### src/rtl/axis_pkg.sv
// Shared AXI-stream sample types for the spectral front-end blocks.
package axis_pkg;

    typedef struct packed {
        logic signed [15:0] re;
        logic signed [15:0] im;
    } sample_t_int;

endpackage

### src/rtl/sample_framer.sv
// Gathers single-sample AXI-stream input into BUS_NUM-lane beats, framed
// into FFT_SIZE-sample frames with tlast on the final beat of each frame.
module sample_framer
    import axis_pkg::*;
#(
    parameter int FFT_SIZE = 8192,
    parameter int BUS_NUM  = 2,
    parameter int CNT_W    = 16
) (
    input  logic                        clk,
    input  logic                        rst,
    input  logic                        en,
    input  logic                        in_tvalid,
    output logic                        in_tready,
    input  sample_t_int                 in_tdata,
    output logic                        out_tvalid,
    input  logic                        out_tready,
    output logic                        out_tlast,
    output sample_t_int [BUS_NUM-1:0]   out_tdata,
    output logic                        busy,
    output logic [CNT_W-1:0]            frame_cnt
);

    localparam int BEATS  = FFT_SIZE / BUS_NUM;
    localparam int LANE_W = $clog2(BUS_NUM);
    localparam int BEAT_W = (BEATS > 1) ? $clog2(BEATS) : 1;
    localparam logic [LANE_W-1:0] LAST_LANE = LANE_W'(BUS_NUM - 1);
    localparam logic [BEAT_W-1:0] LAST_BEAT = BEAT_W'(BEATS - 1);

    typedef enum logic {IDLE, RUN} state_t;

    state_t                     state;
    logic [LANE_W-1:0]          lane_cnt;
    logic [BEAT_W-1:0]          beat_cnt;
    sample_t_int [BUS_NUM-2:0]  gather;
    logic                       last_lane;
    logic                       last_beat;
    logic                       in_hs;

    // Only the group-completing sample needs the output register free; the
    // other lanes land in the gather register and can always be taken.
    assign last_lane = (lane_cnt == LAST_LANE);
    assign last_beat = (beat_cnt == LAST_BEAT);
    assign in_tready = (state == RUN) && (!last_lane || !out_tvalid || out_tready);
    assign in_hs     = in_tvalid && in_tready;
    assign busy      = (state == RUN);

    always_ff @(posedge clk) begin
        if (rst) begin
            state      <= IDLE;
            lane_cnt   <= '0;
            beat_cnt   <= '0;
            gather     <= '0;
            out_tdata  <= '0;
            out_tvalid <= 1'b0;
            out_tlast  <= 1'b0;
            frame_cnt  <= '0;
        end else begin
            if (out_tvalid && out_tready) begin
                out_tvalid <= 1'b0;
                if (out_tlast) begin
                    frame_cnt <= frame_cnt + CNT_W'(1);
                end
            end

            // A load in the same cycle as a drain overrides the clear above.
            if (in_hs) begin
                if (last_lane) begin
                    for (int k = 0; k < BUS_NUM - 1; k++) begin
                        out_tdata[k] <= gather[k];
                    end
                    out_tdata[BUS_NUM-1] <= in_tdata;
                    out_tvalid           <= 1'b1;
                    out_tlast            <= last_beat;
                    lane_cnt             <= '0;
                    beat_cnt             <= last_beat ? '0 : beat_cnt + BEAT_W'(1);
                end else begin
                    for (int k = 0; k < BUS_NUM - 1; k++) begin
                        if (lane_cnt == LANE_W'(k)) begin
                            gather[k] <= in_tdata;
                        end
                    end
                    lane_cnt <= lane_cnt + LANE_W'(1);
                end
            end

            // Dropping en only takes effect at a frame boundary.
            case (state)
                IDLE: if (en) state <= RUN;
                RUN:  if (in_hs && last_lane && last_beat && !en) state <= IDLE;
                default: state <= IDLE;
            endcase
        end
    end

endmodule

### config.mk
export PLATFORM = sky130hd
export DESIGN_NAME = sample_framer
export DESIGN_NICKNAME = d
export VERILOG_FILES = /design/src/rtl/axis_pkg.sv /design/src/rtl/sample_framer.sv
export SDC_FILE = /design/constraint.sdc
export NUM_CORES = 1
export LEC_CHECK = 0
export CAP_MARGIN = 5
export CORE_MARGIN = 8
export CORE_UTILIZATION = 40
export CTS_CLUSTER_DIAMETER = 200
export DETAILED_ROUTE_END_ITERATION = 6
export PLACE_DENSITY = 0.67
export REMOVE_ABC_BUFFERS = 1
export SLEW_MARGIN = 20
export SYNTH_ARGS = -nofsm -noshare
export SYNTH_HDL_FRONTEND = slang
export SYNTH_SLANG_ARGS = --single-unit
### constraint.sdc
create_clock -name clk -period 2.97 [get_ports clk]
set_input_delay 0.594 -clock clk [delete_from_list [all_inputs] [get_ports clk]]
set_output_delay 0.594 -clock clk [all_outputs]
set_load 0.02 [all_outputs]
# Word level (Yosys, flattened, before mapping)
# Index checks and enable logic that the tools add are counted.
# word_totals
ff_bits	128
latch_bits	0
ram_bits	0
mem_bits_ro	0
inputBits	37
output_inout_bits	84
word_cells	40
mem_count	0
# op_classes
add_sub_neg	3
mul	0
div_mod_pow	0
order_cmp	0
eq_ne	1
shift	0
n_mux	8
n_bitwise	2
n_reduce_logical	14
# ops
op	count
adder 16 x 1 -> 16 bit (second input constant)	1
adder 12 x 1 -> 12 bit (second input constant)	1
equality test 12 bit (second input constant)	1
2-to-1 mux 12 bit	1
logical AND 1 bit	6
2-to-1 mux 1 bit	6
AND reduction 2 bit	3
logical NOT 1 bit	3
logical OR 1 bit	2
NOT 1 bit	2
case mux 1 bit (2 select lines)	1
adder 1 bit (second input constant)	1

# Logic depth before layout (Yosys ltp)
# logic_depth
ltp_word	10
ltp_mapped	6
mapped_depth_nobuf	5

# Worst setup path after synthesis
# OpenSTA, ideal clock, no wires.
# synth_timing
path_type	input to output
startpoint	in out_tready
endpoint	out in_tready
arrival_time_ns	1.187
t_required_ns	2.376
setup_slack_ns	1.189
stages	2
path_buffers	0
path_cell_list	nor2b_1 > a21boi_0
# synth_via
elab_chain_len	2
# synth_rtl
item	line_no	rtl
start, declared	sample_framer.sv:17	input logic out_tready,
logical OR 1 bit	sample_framer.sv:44	assign in_tready = (state == RUN) && (!last_lane || !out_tvalid || out_tready);
logical AND 1 bit	sample_framer.sv:44	
end, declared	sample_framer.sv:14	output logic in_tready,
# No other way between the ends.

# Worst setup path in the final report
# Same ends and word-level chain as after synthesis.

==> out/results.ini <==
[outcome]
status=complete, no violations

[timing]
fin_skew_ns=0.00745
fmax_ghz=0.381
slew_headroom=0.520
setup_ws_ns=0.348
slew_viol_final=0
worst_pin_slew_ns=0.720
post-route-period-util=0.883
fin_crit_ns=2.62
final-hold-violation-count=0
setup_tns_ns=0
grt_setup_unrepaired=no
setup_viol=0

[power]
p_sw_frac=0.206
p_seq_frac=0.447
p_int_mw=3.13
powerDensity_nw_per_um2=591
clkPwrFrac=0.506
p_leak_nw=2.20
switchingPower_mw=0.810
pwr-share-comb=0.047
vdd_drop_max_mv=0.305

[cts]
htree_levels=4
numCtsBuffers=17
cts_tree=done
clk_pin_slew_ns=0.05
cts_setup_buffers=0
cts-root-buf=clkbuf_16
clk_path_buf_depth=2
cts_hold_buffers=0
clock-sinks=128
clkLatencyLatePin_ns=0.41
cts-resized-gates=0

[setup_path]
cp_slowest_cell=clkdlybuf4s50_1
cp_cell_sequence=clkdlybuf4s50_1 > nor2b_1 > a21boi_0 > clkdlybuf4s50_1
arrival_ns=2.03
max_stage_delay_ns=0.63
cp-start-kind=primary input
cp_num_buf_inv=2
required_ns=2.38
crit_path_start=out_tready
critPathKind=in -> out
crit_family=buffers and inverters
critPathMaxFanout=6
r2r_start=out_tvalid$_SDFF_PP0_
cpMostUsedCell=clkdlybuf4s50_1
end_kind=output pin

[drt]
routed_wl_microns=12400
vias=4303
drc=0
drtIter0Drc=376
drt_pre_antenna_iters=4
avgViaCountPerCell=5.02
ant_nets=0
wire_per_inst_microns=14.5

[grt]
antenna_found_initial=0
grt_busiest_layer=met2
grtUsageMet3=0.0471
grt_pass1_vias=4275
met1_usage=0.181
grt_max_degree=69
grtUsageTotal=0.162
gr-total-overflow=0
grt_util_met2=0.282
grt_pass1_wl_microns=20900

[synthesis]
synth_enable_flop_cells=0
synth_area_leaders=dfxtp_1, nand2_1, a21oi_1
synth_top_cell_area_share=0.541
yosys-top-cells-count=nand2_1, dfxtp_1, a21oi_1
async_reset_ff_frac=0
ys_ff_latch=128
synth_most_common_cell=nand2_1
ys_types=35
synthCells=592
yosysTopAreaCell=dfxtp_1
avgSynthCellArea_sq_um=8.01
ys_seq_area_frac=0.541
syn-cell-area_sq_um=4740
yosysWarnings=0
synth_flop_cell=dfxtp_1

[run]
maxCapViolCount=0

[floorplan]
die-area_sq_um=15600
die_x_microns=125
start_util=0.412
chipHeight_microns=125
core_area_sq_um=11500
fp-row-count=39
io_pins=121

[final_layout]
layout-drive-gt1-share=0.0616
area_growth_pct=40.5
layout.nets=741
antennaDiodeCount=0
fin_util=0.578

[worst_hold_path]
min_path_type=reg -> reg
hp-start=gather[27]$_SDFFE_PP0P_

[place]
portBuffers=120
gp_congestion=0.785
pre_cts_ws_ns=0.335
hpwl_microns=8210

==> final timing paths <==
kind | end | slack, ns | depth (start not counted)
setup / recovery | in_tready | 0.35 | 4
hold / removal | out_tdata[27]$_SDFFE_PP0P_ | 0.45 | 2
setup reg to reg | frame_cnt[15]$_SDFFE_PP0P_ | 1.23 | 4
hold reg to reg | out_tdata[27]$_SDFFE_PP0P_ | 0.45 | 2
==> cells by family after synthesis <==
logic type      Yosys count  share of synthesized area
xor+xnor                 16                     0.0296
fa+ha+maj                 2                    0.00528
flops                   128                      0.541
compound gates          121                      0.133
mux                       1                    0.00211
simple gates            282                      0.254
buf+inv                  42                     0.0351
==> cell usage in the layout, fill, tap and decap left out, drive strengths merged, types with 3 or more instances in the layout <==
master	n
nand2	204
o21ai	3
nand4	9
a21oi	109
o31ai	3
nand3	12
xnor2	10
clkdlybuf4s50	119
xor2	6
a31o	3
or4	4
and4	3
buf	7
clkbuf	27
nor4	8
nor2	24
nor3	5
or3	4
dfxtp	128
inv	7
==> through the flow <==
stage                     power (mW)  cell area, sq um  std cells  hold WS (ns)
after floorplan                 1.86              4600        557         0.426
after global placement          1.98              6080        826         0.435
after detailed placement        1.98              6080        826         0.441
after CTS                       3.98              6660        857         0.449
after global routing            4.07              6660        857         0.458
final                           3.94              6660        857         0.450
==> tightest hold or removal path: stages, from the launching register on <==
cell     delay [ns]
dfxtp_1        0.30
nand2_1        0.05
a21oi_1        0.05
==> power groups by stage <==
| stage | Sequential, mW | Combinational, mW | Clock, mW |
|---|---|---|---|
| after CTS | 1.76 | 0.187 | 2.03 |
| after global placement | 1.80 | 0.184 | 0 |
| after global routing | 1.76 | 0.202 | 2.10 |
| after floorplan | 1.80 | 0.0523 | 0 |
| after detailed placement | 1.80 | 0.186 | 0 |
| final | 1.76 | 0.184 | 1.99 |
==> layer usage <==
layer / up-vias / share of wire
li1: 2190 / -
met1: 2000 / 0.43
met2: 100 / 0.51
met3: 13 / 0.052
met4: 0 / 0.013
met5: - / 0
==> flip-flops by register name, indices dropped and copies added (netlist names) <==
name / flops
beat_cnt: 12
busy: 1
frame_cnt: 16
gather: 32
lane_cnt: 1
out_tdata: 64
out_tlast: 1
out_tvalid: 1
==> final cells by class <==
class / instances / area, sq um
Clock buffer: 27 / 533
Clock inverter: 4 / 47.5
Fill cell: 1033 / 4860
Inverter: 7 / 26.3
Multi-Input combinational cell: 422 / 2030
Sequential cell: 128 / 2560
Tap cell: 143 / 179
Timing Repair Buffer: 126 / 1280
Power figures use the tool's default switching activity.
==> RTL change: new RTL, same settings <==
Set the parameter `FFT_SIZE` to 32768 (it was 8192).
--- a/src/rtl/sample_framer.sv
+++ b/src/rtl/sample_framer.sv
@@ -3,7 +3,7 @@
 module sample_framer
     import axis_pkg::*;
 #(
-    parameter int FFT_SIZE = 8192,
+    parameter int FFT_SIZE = 32768,
     parameter int BUS_NUM  = 2,
     parameter int CNT_W    = 16
 ) (
Check against the original RTL: same outputs for any inputs over 4 cycles, from zero or initial values and one cycle with rst high; that may be too few to reach the edited logic, so the function may still have changed.
==> RTL change against the original RTL <==
- area after synthesis up 2.5%
- total power is 14% higher
- routed wire length is 2.9% higher
- sequential cell count up 2
- final area increased by 3.0%
- global-route usage down 0.35 points
- worst setup slack worse by 0.021 ns
- final cell count rose by 0.93%
- largest cell class unchanged
- highest routed layer unchanged
==> RTL change: results (changes against the original RTL) <==
.. list-table::
   :header-rows: 1

   * - Metric
     - Value
   * - Result of the run
     - completed (unchanged)
   * - Startpoint of the lowest-slack register-to-register path
     - beat_cnt[3]$_SDFFE_PP0P_ (was out_tvalid$_SDFF_PP0_)
   * - Net count, final
     - 744 (was 741)
   * - Routed via count
     - 4443 (was 4303)
   * - Proportion of synthesized chip area in sequential cells
     - 53.6% (was 54.1%)
   * - Reg2reg setup slack
     - 0.98 ns (was 1.23 ns)
   * - Worst min-delay path endpoint
     - out_tdata[24]$_SDFFE_PP0P_ (was out_tdata[27]$_SDFFE_PP0P_)
   * - Fraction of layout instances using a drive strength above 1
     - 5.99% (was 6.16%)
   * - Dominant cells by area after synthesis
     - dfxtp_1, nand2_1, a21oi_1 (unchanged)
   * - Average routed wire per standard cell
     - 14.7 um (was 14.5 um)
   * - Half-perimeter wire length after placement
     - 8490 um (was 8210 um)
   * - Initial DRC count
     - 283 (was 376)
   * - Worst-path maximum fanout
     - 5 (was 6)
   * - Most frequent cells after synthesis
     - nand2_1, dfxtp_1, a21oi_1, clkbuf_1, nor2_1 (unchanged)
   * - Routability congestion estimate
     - 0.796 (was 0.785)
   * - Number of cells in the design after placement
     - 833 (was 826)
   * - Placed Area
     - 6130 um^2 (was 6080 um^2)
   * - Clk_skew
     - 0.00930 ns (was 0.00745 ns)
   * - Worst hold slack across all endpoints
     - 0.447 ns (was 0.450 ns)
   * - Static leakage
     - 2.30 nW (was 2.20 nW)
   * - Drt pass-1 iters
     - 5 (was 4)
   * - Via count of the first global-routing pass
     - 4228 (was 4275)
   * - Worst flop-to-flop path endpoint
     - beat_cnt[4]$_SDFFE_PP0P_ (was frame_cnt[15]$_SDFFE_PP0P_)
   * - Crit path DAT
     - 2.05 ns (was 2.03 ns)
   * - Maximum number of pins on one net before global-route repair
     - 68 (was 69)
   * - Worst setup slack after placement
     - 0.328 ns (was 0.335 ns)
   * - WL final
     - 12800 um (was 12400 um)
RTL change: logic make-up after synthesis:
logic type               share of synthesized area, %
AO/OA/AOI/OAI                                    14.3
XOR/XNOR                                         2.34
adder cells (fa/ha/maj)                         0.515
buffers and inverters                            4.07
flip-flops                                       53.6
multiplexers                                    0.206
AND/OR/NAND/NOR                                  25.0
RTL change: metal layers:
metal  global-route usage [%]  vias up  part of all wire, %
met4                     7.08        0                  1.8
met5                        0        -                    0
met2                     27.8       94                   52
met3                     5.40       18                  5.4
li1                         -     2229                    -
met1                     16.8     2102                   41
RTL change: final cells by class:
type                       instances  area, um^2
timing repair buffer             126        1270
sequential                       130        2600
clock buffer                      22         474
multi-input combinational        427        2070
tap                              147         184
inverter                           3        11.3
clock inverter                    10         250
fill                            1088        5050
RTL change: power breakdown:
| group | total [mW] | switching [mW] | internal, mW |
|---|---|---|---|
| logic | 0.183 | 0.101 | 0.0817 |
| clock network | 2.53 | 0.720 | 1.81 |
| registers | 1.79 | 0.0162 | 1.77 |
